File: src/rtl/pulse_pkg.sv
// Shared constants, types and helpers for the
// pulse generator parameter path.
package pulse_pkg;

  localparam logic [7:0] FRAME_HDR = 8'hA5;

  localparam logic [7:0] A_PERIOD  = 8'h00;
  localparam logic [7:0] A_P1WIDTH = 8'h01;
  localparam logic [7:0] A_DELAY   = 8'h02;
  localparam logic [7:0] A_P2WIDTH = 8'h03;
  localparam logic [7:0] A_PBWIDTH = 8'h04;
  localparam logic [7:0] A_OFFRES  = 8'h05;
  localparam logic [7:0] A_ATT     = 8'h06;
  localparam logic [7:0] A_FLAGS   = 8'h07;
  localparam logic [7:0] A_COMMIT  = 8'h0F;

  localparam int SAT_W = 33;

  typedef enum logic [2:0] {
    IDLE, ADDR, D3, D2, D1, D0, CHK
  } rx_state_t;

  typedef struct packed {
    logic [31:0] period;
    logic [31:0] p1width;
    logic [31:0] p2start;
    logic [31:0] sync_up;
    logic [31:0] pbwidth;
    logic [31:0] att_down;
    logic [31:0] delay;
    logic [31:0] offres_delay;
    logic [6:0]  pp_pump;
    logic [6:0]  pp_probe;
    logic [6:0]  post_att;
    logic [7:0]  pulse_block;
    logic        pump;
    logic        dbl;
    logic        block;
  } pulse_cfg_t;

  function automatic logic [31:0] sat_add(
    input logic [31:0] a,
    input logic [31:0] b
  );
    logic [SAT_W-1:0] s;
    s = {1'b0, a} + {1'b0, b};
    return s[SAT_W-1] ? 32'hFFFF_FFFF : s[31:0];
  endfunction

endpackage

File: src/rtl/pulse_frame_rx.sv
// Byte-stream frame receiver: header sync,
// checksum and inter-byte timeout.
module pulse_frame_rx
  import pulse_pkg::*;
#(
  parameter int TIMEOUT_CYCLES = 200000
) (
  input  logic        clk_pll,
  input  logic        reset,
  input  logic [7:0]  rx_data,
  input  logic        rx_valid,
  output logic [7:0]  addr,
  output logic [31:0] data,
  output logic        valid,
  output logic        err
);

  localparam int CW = $clog2(TIMEOUT_CYCLES + 1);
  localparam logic [CW-1:0] GAP_MAX =
    CW'(TIMEOUT_CYCLES - 1);

  rx_state_t state, state_n;
  logic [CW-1:0] gap;
  logic [7:0] chk;
  logic tmo;

  assign tmo = (state != IDLE) && !rx_valid
            && (gap == GAP_MAX);

  always_comb begin
    state_n = state;
    if (tmo) begin
      state_n = IDLE;
    end else if (rx_valid) begin
      unique case (state)
        IDLE: if (rx_data == FRAME_HDR) state_n = ADDR;
        ADDR: state_n = D3;
        D3:   state_n = D2;
        D2:   state_n = D1;
        D1:   state_n = D0;
        D0:   state_n = CHK;
        CHK:  state_n = IDLE;
        default: state_n = IDLE;
      endcase
    end
  end

  always_ff @(posedge clk_pll or posedge reset) begin
    if (reset) state <= IDLE;
    else       state <= state_n;
  end

  always_ff @(posedge clk_pll or posedge reset) begin
    if (reset) begin
      gap   <= '0;
      addr  <= '0;
      data  <= '0;
      chk   <= '0;
      valid <= 1'b0;
      err   <= 1'b0;
    end else begin
      valid <= 1'b0;
      err   <= tmo;
      if (rx_valid || state == IDLE) gap <= '0;
      else gap <= gap + CW'(1);
      if (rx_valid) begin
        unique case (state)
          ADDR: begin
            addr <= rx_data;
            chk  <= rx_data;
          end
          D3, D2, D1, D0: begin
            data <= {data[23:0], rx_data};
            chk  <= chk ^ rx_data;
          end
          CHK: begin
            valid <= (chk == rx_data);
            err   <= (chk != rx_data);
          end
          default: ;
        endcase
      end
    end
  end

endmodule

File: src/rtl/pulse_param_loader.sv
// Shadow registers, derived-timing pipeline and
// cycle-boundary apply of the pulse parameters.
module pulse_param_loader
  import pulse_pkg::*;
#(
  parameter int          TIMEOUT_CYCLES = 200000,
  parameter logic [31:0] DEF_PERIOD  = 32'd2000000,
  parameter logic [31:0] DEF_P1WIDTH = 32'd40,
  parameter logic [31:0] DEF_DELAY   = 32'd2000,
  parameter logic [31:0] DEF_P2WIDTH = 32'd80
) (
  input  logic        clk_pll,
  input  logic        reset,
  input  logic [7:0]  rx_data,
  input  logic        rx_valid,
  input  logic        sync_on,
  output logic [31:0] period,
  output logic [31:0] p1width,
  output logic [31:0] p2start,
  output logic [31:0] sync_up,
  output logic [31:0] pbwidth,
  output logic [31:0] att_down,
  output logic [31:0] delay,
  output logic [31:0] offres_delay,
  output logic [6:0]  pp_pump,
  output logic [6:0]  pp_probe,
  output logic [6:0]  post_att,
  output logic [7:0]  pulse_block,
  output logic        pump,
  output logic        double,
  output logic        block,
  output logic        pending,
  output logic        frame_ok,
  output logic        frame_err,
  output logic        cfg_err
);

  localparam logic [31:0] DEF_P2S =
    sat_add(DEF_P1WIDTH, DEF_DELAY);
  localparam logic [31:0] DEF_SU =
    sat_add(DEF_P2S, DEF_P2WIDTH);
  localparam logic [31:0] DEF_AD =
    sat_add(DEF_SU, DEF_DELAY);

  localparam pulse_cfg_t DEF_CFG = '{
    period: DEF_PERIOD, p1width: DEF_P1WIDTH,
    p2start: DEF_P2S, sync_up: DEF_SU,
    pbwidth: 32'd0, att_down: DEF_AD,
    delay: DEF_DELAY, offres_delay: 32'd0,
    pp_pump: 7'd0, pp_probe: 7'd0, post_att: 7'd0,
    pulse_block: 8'd0,
    pump: 1'b0, dbl: 1'b0, block: 1'b0
  };

  logic [7:0]  f_addr;
  logic [31:0] f_data;
  logic        f_valid;

  pulse_frame_rx #(
    .TIMEOUT_CYCLES(TIMEOUT_CYCLES)
  ) u_rx (
    .clk_pll  (clk_pll),
    .reset    (reset),
    .rx_data  (rx_data),
    .rx_valid (rx_valid),
    .addr     (f_addr),
    .data     (f_data),
    .valid    (f_valid),
    .err      (frame_err)
  );

  assign frame_ok = f_valid;

  logic [31:0] period_sh, p1w_sh, delay_sh;
  logic [31:0] p2w_sh, pbw_sh, offres_sh;
  logic [6:0]  pump_sh, probe_sh, post_sh;
  logic [7:0]  pblock_sh;
  logic [2:0]  flags_sh;

  always_ff @(posedge clk_pll or posedge reset) begin
    if (reset) begin
      period_sh <= DEF_PERIOD;
      p1w_sh    <= DEF_P1WIDTH;
      delay_sh  <= DEF_DELAY;
      p2w_sh    <= DEF_P2WIDTH;
      pbw_sh    <= '0;
      offres_sh <= '0;
      pump_sh   <= '0;
      probe_sh  <= '0;
      post_sh   <= '0;
      pblock_sh <= '0;
      flags_sh  <= '0;
    end else if (f_valid) begin
      case (f_addr)
        A_PERIOD:  period_sh <= f_data;
        A_P1WIDTH: p1w_sh    <= f_data;
        A_DELAY:   delay_sh  <= f_data;
        A_P2WIDTH: p2w_sh    <= f_data;
        A_PBWIDTH: pbw_sh    <= f_data;
        A_OFFRES:  offres_sh <= f_data;
        A_ATT: begin
          pump_sh  <= f_data[30:24];
          probe_sh <= f_data[23:17];
          post_sh  <= f_data[16:10];
        end
        A_FLAGS: begin
          pblock_sh <= f_data[15:8];
          flags_sh  <= f_data[2:0];
        end
        default: ;
      endcase
    end
  end

  pulse_cfg_t snap, s1_cfg, s2_cfg, s2_n;
  pulse_cfg_t staged, act;
  logic [31:0] s1_p2w;
  logic s1_vld, s2_vld, s1_now, s2_now;
  logic now_q, commit, s2_ok, apply;
  logic [1:0] sync_q;
  logic sync_edge;

  assign commit = f_valid && (f_addr == A_COMMIT);

  // Stage 1 snapshots every shadow at once, so
  // later frames cannot leak into this commit.
  always_comb begin
    snap = '{
      period: period_sh, p1width: p1w_sh,
      p2start: sat_add(p1w_sh, delay_sh),
      sync_up: 32'd0, pbwidth: pbw_sh,
      att_down: 32'd0, delay: delay_sh,
      offres_delay: offres_sh,
      pp_pump: pump_sh, pp_probe: probe_sh,
      post_att: post_sh, pulse_block: pblock_sh,
      pump: flags_sh[0], dbl: flags_sh[1],
      block: flags_sh[2]
    };
    s2_n = s1_cfg;
    s2_n.sync_up = sat_add(s1_cfg.p2start, s1_p2w);
    s2_n.att_down =
      sat_add(s2_n.sync_up, s1_cfg.delay);
  end

  always_ff @(posedge clk_pll or posedge reset) begin
    if (reset) begin
      s1_vld <= 1'b0;
      s2_vld <= 1'b0;
      s1_now <= 1'b0;
      s2_now <= 1'b0;
      s1_cfg <= DEF_CFG;
      s2_cfg <= DEF_CFG;
      s1_p2w <= '0;
    end else begin
      s1_vld <= commit;
      s2_vld <= s1_vld;
      if (commit) begin
        s1_cfg <= snap;
        s1_p2w <= p2w_sh;
        s1_now <= f_data[0];
      end
      if (s1_vld) begin
        s2_cfg <= s2_n;
        s2_now <= s1_now;
      end
    end
  end

  assign s2_ok = s2_cfg.sync_up < s2_cfg.period;
  assign sync_edge = sync_q[0] & ~sync_q[1];
  assign apply = pending && (sync_edge || now_q);

  // A stage-3 pass in the same cycle as an apply
  // wins, leaving the newer set pending.
  always_ff @(posedge clk_pll or posedge reset) begin
    if (reset) begin
      sync_q  <= '0;
      staged  <= DEF_CFG;
      act     <= DEF_CFG;
      pending <= 1'b0;
      now_q   <= 1'b0;
      cfg_err <= 1'b0;
    end else begin
      sync_q  <= {sync_q[0], sync_on};
      cfg_err <= s2_vld && !s2_ok;
      if (apply) begin
        act     <= staged;
        pending <= 1'b0;
      end
      if (s2_vld && s2_ok) begin
        staged  <= s2_cfg;
        now_q   <= s2_now;
        pending <= 1'b1;
      end
    end
  end

  assign period       = act.period;
  assign p1width      = act.p1width;
  assign p2start      = act.p2start;
  assign sync_up      = act.sync_up;
  assign pbwidth      = act.pbwidth;
  assign att_down     = act.att_down;
  assign delay        = act.delay;
  assign offres_delay = act.offres_delay;
  assign pp_pump      = act.pp_pump;
  assign pp_probe     = act.pp_probe;
  assign post_att     = act.post_att;
  assign pulse_block  = act.pulse_block;
  assign pump         = act.pump;
  assign double       = act.dbl;
  assign block        = act.block;

endmodule
File: config.mk
export PLATFORM = sky130hd
export DESIGN_NAME = pulse_param_loader
export DESIGN_NICKNAME = d
export VERILOG_FILES = /design/src/rtl/pulse_pkg.sv /design/src/rtl/pulse_frame_rx.sv /design/src/rtl/pulse_param_loader.sv
export SDC_FILE = /design/constraint.sdc
export NUM_CORES = 2
export LEC_CHECK = 0
export CAP_MARGIN = 15
export CORE_MARGIN = 8
export CORE_UTILIZATION = 60
export DETAILED_ROUTE_END_ITERATION = 6
export PLACE_DENSITY_LB_ADDON = 0.15
export REMOVE_ABC_BUFFERS = 1
export SLEW_MARGIN = 20
export SYNTH_ARGS = -nofsm -noshare
export SYNTH_HDL_FRONTEND = slang
export SYNTH_HIERARCHICAL = 1
export SYNTH_SLANG_ARGS = --single-unit
File: constraint.sdc
create_clock -name clk_pll -period 74.8 [get_ports clk_pll]
set_clock_uncertainty 0.15 [all_clocks]
set_input_delay 11.22 -clock clk_pll [delete_from_list [all_inputs] [get_ports clk_pll]]
set_output_delay 11.22 -clock clk_pll [all_outputs]
set_load 0.02 [all_outputs]
==> impl_summary.md <==
Logic synthesis
The synthesized design contains 1424 register bits. The top cell type by area accounts for 55.09% of the synthesized area. The async set-or-reset flop fraction in the synthesized netlist is 100.0%. In the synthesized netlist the dominant register cell turns out to be sky130_fd_sc_hd__dfrtp_1. Synthesis produced 4515 cells.

The cell area after synthesis is 58920 sq um. In this run the mean area of a mapped cell was 13.05 sq um. The count of flip-flops with a built-in enable after synthesis is 0. Summing the sequential cell areas from Yosys gives 60.75% of the chip area. In this run, distinct cell masters in the synthesized netlist total 95. By area the synthesized netlist is led by sky130_fd_sc_hd__dfrtp_1, sky130_fd_sc_hd__mux2_2, sky130_fd_sc_hd__dfstp_2. Yosys printed 6 warnings. The most area-hungry cell type in the Yosys netlist is sky130_fd_sc_hd__dfrtp_1.

CTS
The count of H-tree levels built during CTS is 4. Counting every sink on the clock net gives 1424. For the worst-skew pair, the clock arrives at the later sink with an insertion delay of 0.75 ns. The number of buffers inserted by post-CTS setup repair is 0. The number of gates resized after CTS was 0. In this run, post-CTS hold repair placed 0 buffers. The cell at the root of the clock tree is sky130_fd_sc_hd__clkbuf_16. The clock transition at the registers of the reported paths is 0.06 ns. The TritonCTS clock tree is built. The maximum clock insertion buffer count is 3.

In this run, CTS created clock tree buffers numbering 146.

Outcome
The flow ran to the end, and the final reports show no timing, DRC or antenna violations.

Global route
Global routing finished with a remaining overflow of 0. The number of global-route vias before repair is 36970. The initial antenna violation count came to 2.

The total global routing track utilization is 24.06%. The maximum number of pins on one net before global-route repair is 195. The first global-routing pass estimated 208100 um of wire.

Worst setup path
Data on the critical path is required at its endpoint by 75.41 ns. The startpoint kind of the worst setup timing path is an input port. For the worst setup path, the data arrival time is 15.32 ns. The type of the worst setup path is input port to asynchronous set/reset pin.

The worst setup path is captured at an asynchronous set/reset pin. Along the worst path, the maximum fanout reaches 107.

Cells and area
The fill cell total of the finished layout is 6865. The final standard cell count with taps included and fillers excluded is 6201. The share of final-layout standard cells stronger than drive strength 1 is 30.93%. The post-layout net count is 4937. The library cell used most frequently in the layout, excluding fill and tap cells, is sky130_fd_sc_hd__dfrtp_1. The finished cells cover 68270 sq um. Leaving out fill and tap cells, the most frequent cells in the layout are sky130_fd_sc_hd__dfrtp_1, sky130_fd_sc_hd__mux2_2, sky130_fd_sc_hd__nand2_1. The area growth from synthesis to layout is 15.88%. The number of antenna diodes in the final layout is 0.

Routing
In the routed design, unresolved DRC markers number 0. The count of routing violations after the opening detailed-route iteration is 2452. The number of nets with antenna violations after routing is 0. Dividing the detail-routed via count by the number of cells gives 5.713. For this block, the routed nets add up to 130400 um of wire. The via count is 35420. In the final routed layout, each cell accounts on average for 21.02 um. The first detailed-routing pass took 5 iterations.

Die
For this configuration, the core starts out at a cell density of 60.21%. The die area is 108500 sq um. The I/O pin total is 304. The die outline height is 329.4 um. Row generation in the floorplan step produced 115 rows. The core area is 97840 sq um. The width of the die is 329.4 um.

STA
After routing, the total negative slack on setup checks comes to 0 ns. The hold violation count in the final report is 0. Setup repair after global routing left no endpoint under its margin. At the pin with the least slew margin, the transition time is 1.124 ns. The number of pins with negative max-slew slack in the final report is 0. The time the worst path needs with I/O delays and setup is 14.70 ns.

The fmax is 68.01 MHz. The relative max-transition margin is 24.80%. The final cycle utilization of the critical path is 19.66%. Setup violations remaining at the end of the flow were counted as 0.

Job
The count of max-cap constraint violations is 0.

Power and ir drop
For this design the static power due to leakage is 0.03476 uW. Across the VDD grid, the largest voltage drop is 0.02532 mV. Dividing total power by cell area gives a power density of 24.26 nW/um^2.

Placement
The post-place instance area is 63090 sq um. The count of input and output buffers is 303. The congestion estimate from routability-driven global placement came to 0.8953. The detailed placement HPWL is 83650 um. The number of placed instances with taps included is 5931.

Min path
In this run the worst hold path is classified as flop to flop.
==> cells by family after synthesis <==
kind of cell / count (synthesis) / synth area share [%]
XOR/XNOR: 94 / 1.410
AND/OR/NAND/NOR: 1085 / 7.681
multiplexers: 1050 / 20.07
adder cells (fa/ha/maj): 131 / 2.820
AO/OA/AOI/OAI: 459 / 5.375
buffers and inverters: 272 / 1.892
flip-flops: 1424 / 60.75
==> flip-flops by register name, indices dropped and copies added, names as in the netlist, 18 cells and up <==
register	count
pbw_sh	32
u_rx/data	32
offres_delay	32
sync_up	32
period	32
delay_sh	32
offres_sh	32
p2w_sh	32
s1_cfg	224
u_rx/gap	18
p2start	32
p1width	32
att_down	32
pbwidth	32
staged	288
period_sh	32
s1_p2w	32
s2_cfg	288
delay	32
p1w_sh	32
==> metal layers <==
metal  routed length [um]  vias up  global-route usage [%]
li1                     -    16190                       -
met1                59390    18300                   33.69
met2                61760      729                   38.61
met3                 6092      201                   4.620
met4                 3109        2                   6.881
met5                   13        -                       0
==> cells in the mapped netlist (all sizes together) (32+ instances only) <==
library cell,number
o21ai,101
xor2,43
mux2,1050
clkbuf,139
dfstp,127
dfrtp,1297
inv,61
nand2,815
a21oi,141
buf,71
o22a,32
ha,128
nor2,110
xnor2,51
a21o,50
==> critical path: stages <==
cell and delay [ns]:
sky130_fd_sc_hd__clkdlybuf4s50_1 0.53, sky130_fd_sc_hd__inv_8 0.59, sky130_fd_sc_hd__buf_4 0.72, sky130_fd_sc_hd__buf_4 0.69, sky130_fd_sc_hd__buf_6 0.65, sky130_fd_sc_hd__buf_4 0.78
==> power by group <==
part,leakage (uW),switching (uW),internal (uW)
clock,0.00252,300,465
combinational,0.0129,33.0,23.8
sequential,0.0193,49.3,785
total,0.0348,382,1270
==> metrics by stage <==
step / power, uW / worst slack [ns] / util, % / hold WS (ns)
floorplan: 861.4 / 25.50 / - / 0.1965
global placement: 902.3 / 58.91 / 64.47 / 0.2042
detailed placement: 904.6 / 58.83 / 64.48 / 0.2075
CTS: 1672 / 59.65 / 69.71 / 0.2214
global route: 1711 / 59.37 / 69.78 / 0.2401
finish: 1656 / 60.10 / 69.78 / 0.2182
==> path summary, 6_finish.rpt <==
| kind | from | slack, ns | end | depth (start not counted) |
|---|---|---|---|---|
| min in group asynchronous | reset | 10.93 | staged[19]$_DFFE_PP0P_ | 2 |
| worst max-delay path | reset | 60.10 | sync_up[8]$_DFFE_PP0P_ | 6 |
| max in group clk_pll | att_down[4]$_DFFE_PP1P_ | 61.55 | att_down[4] | 1 |
| worst min-delay path | sync_q[0]$_DFF_PP0_ | 0.22 | sync_q[1]$_DFF_PP0_ | 0 |
| worst min register to register | sync_q[0]$_DFF_PP0_ | 0.22 | sync_q[1]$_DFF_PP0_ | 0 |
| worst max register to register | s1_cfg[192]$_DFFE_PP0P_ | 67.38 | s2_cfg[123]$_DFFE_PP0P_ | 24 |
==> layout make-up <==
| class | count | area (sq um) | area share (%) |
|---|---|---|---|
| Sequential cell | 1424 | 35800 | 52.43 |
| Multi-Input combinational cell | 2819 | 22080 | 32.35 |
| Clock buffer | 216 | 4300 | 6.299 |
| Timing Repair Buffer | 341 | 3416 | 5.003 |
| Tap cell | 1287 | 1610 | 2.359 |
| Clock inverter | 52 | 815.8 | 1.195 |
| Inverter | 62 | 249.0 | 0.3647 |
No activity file was read; power rests on OpenSTA's default activity.
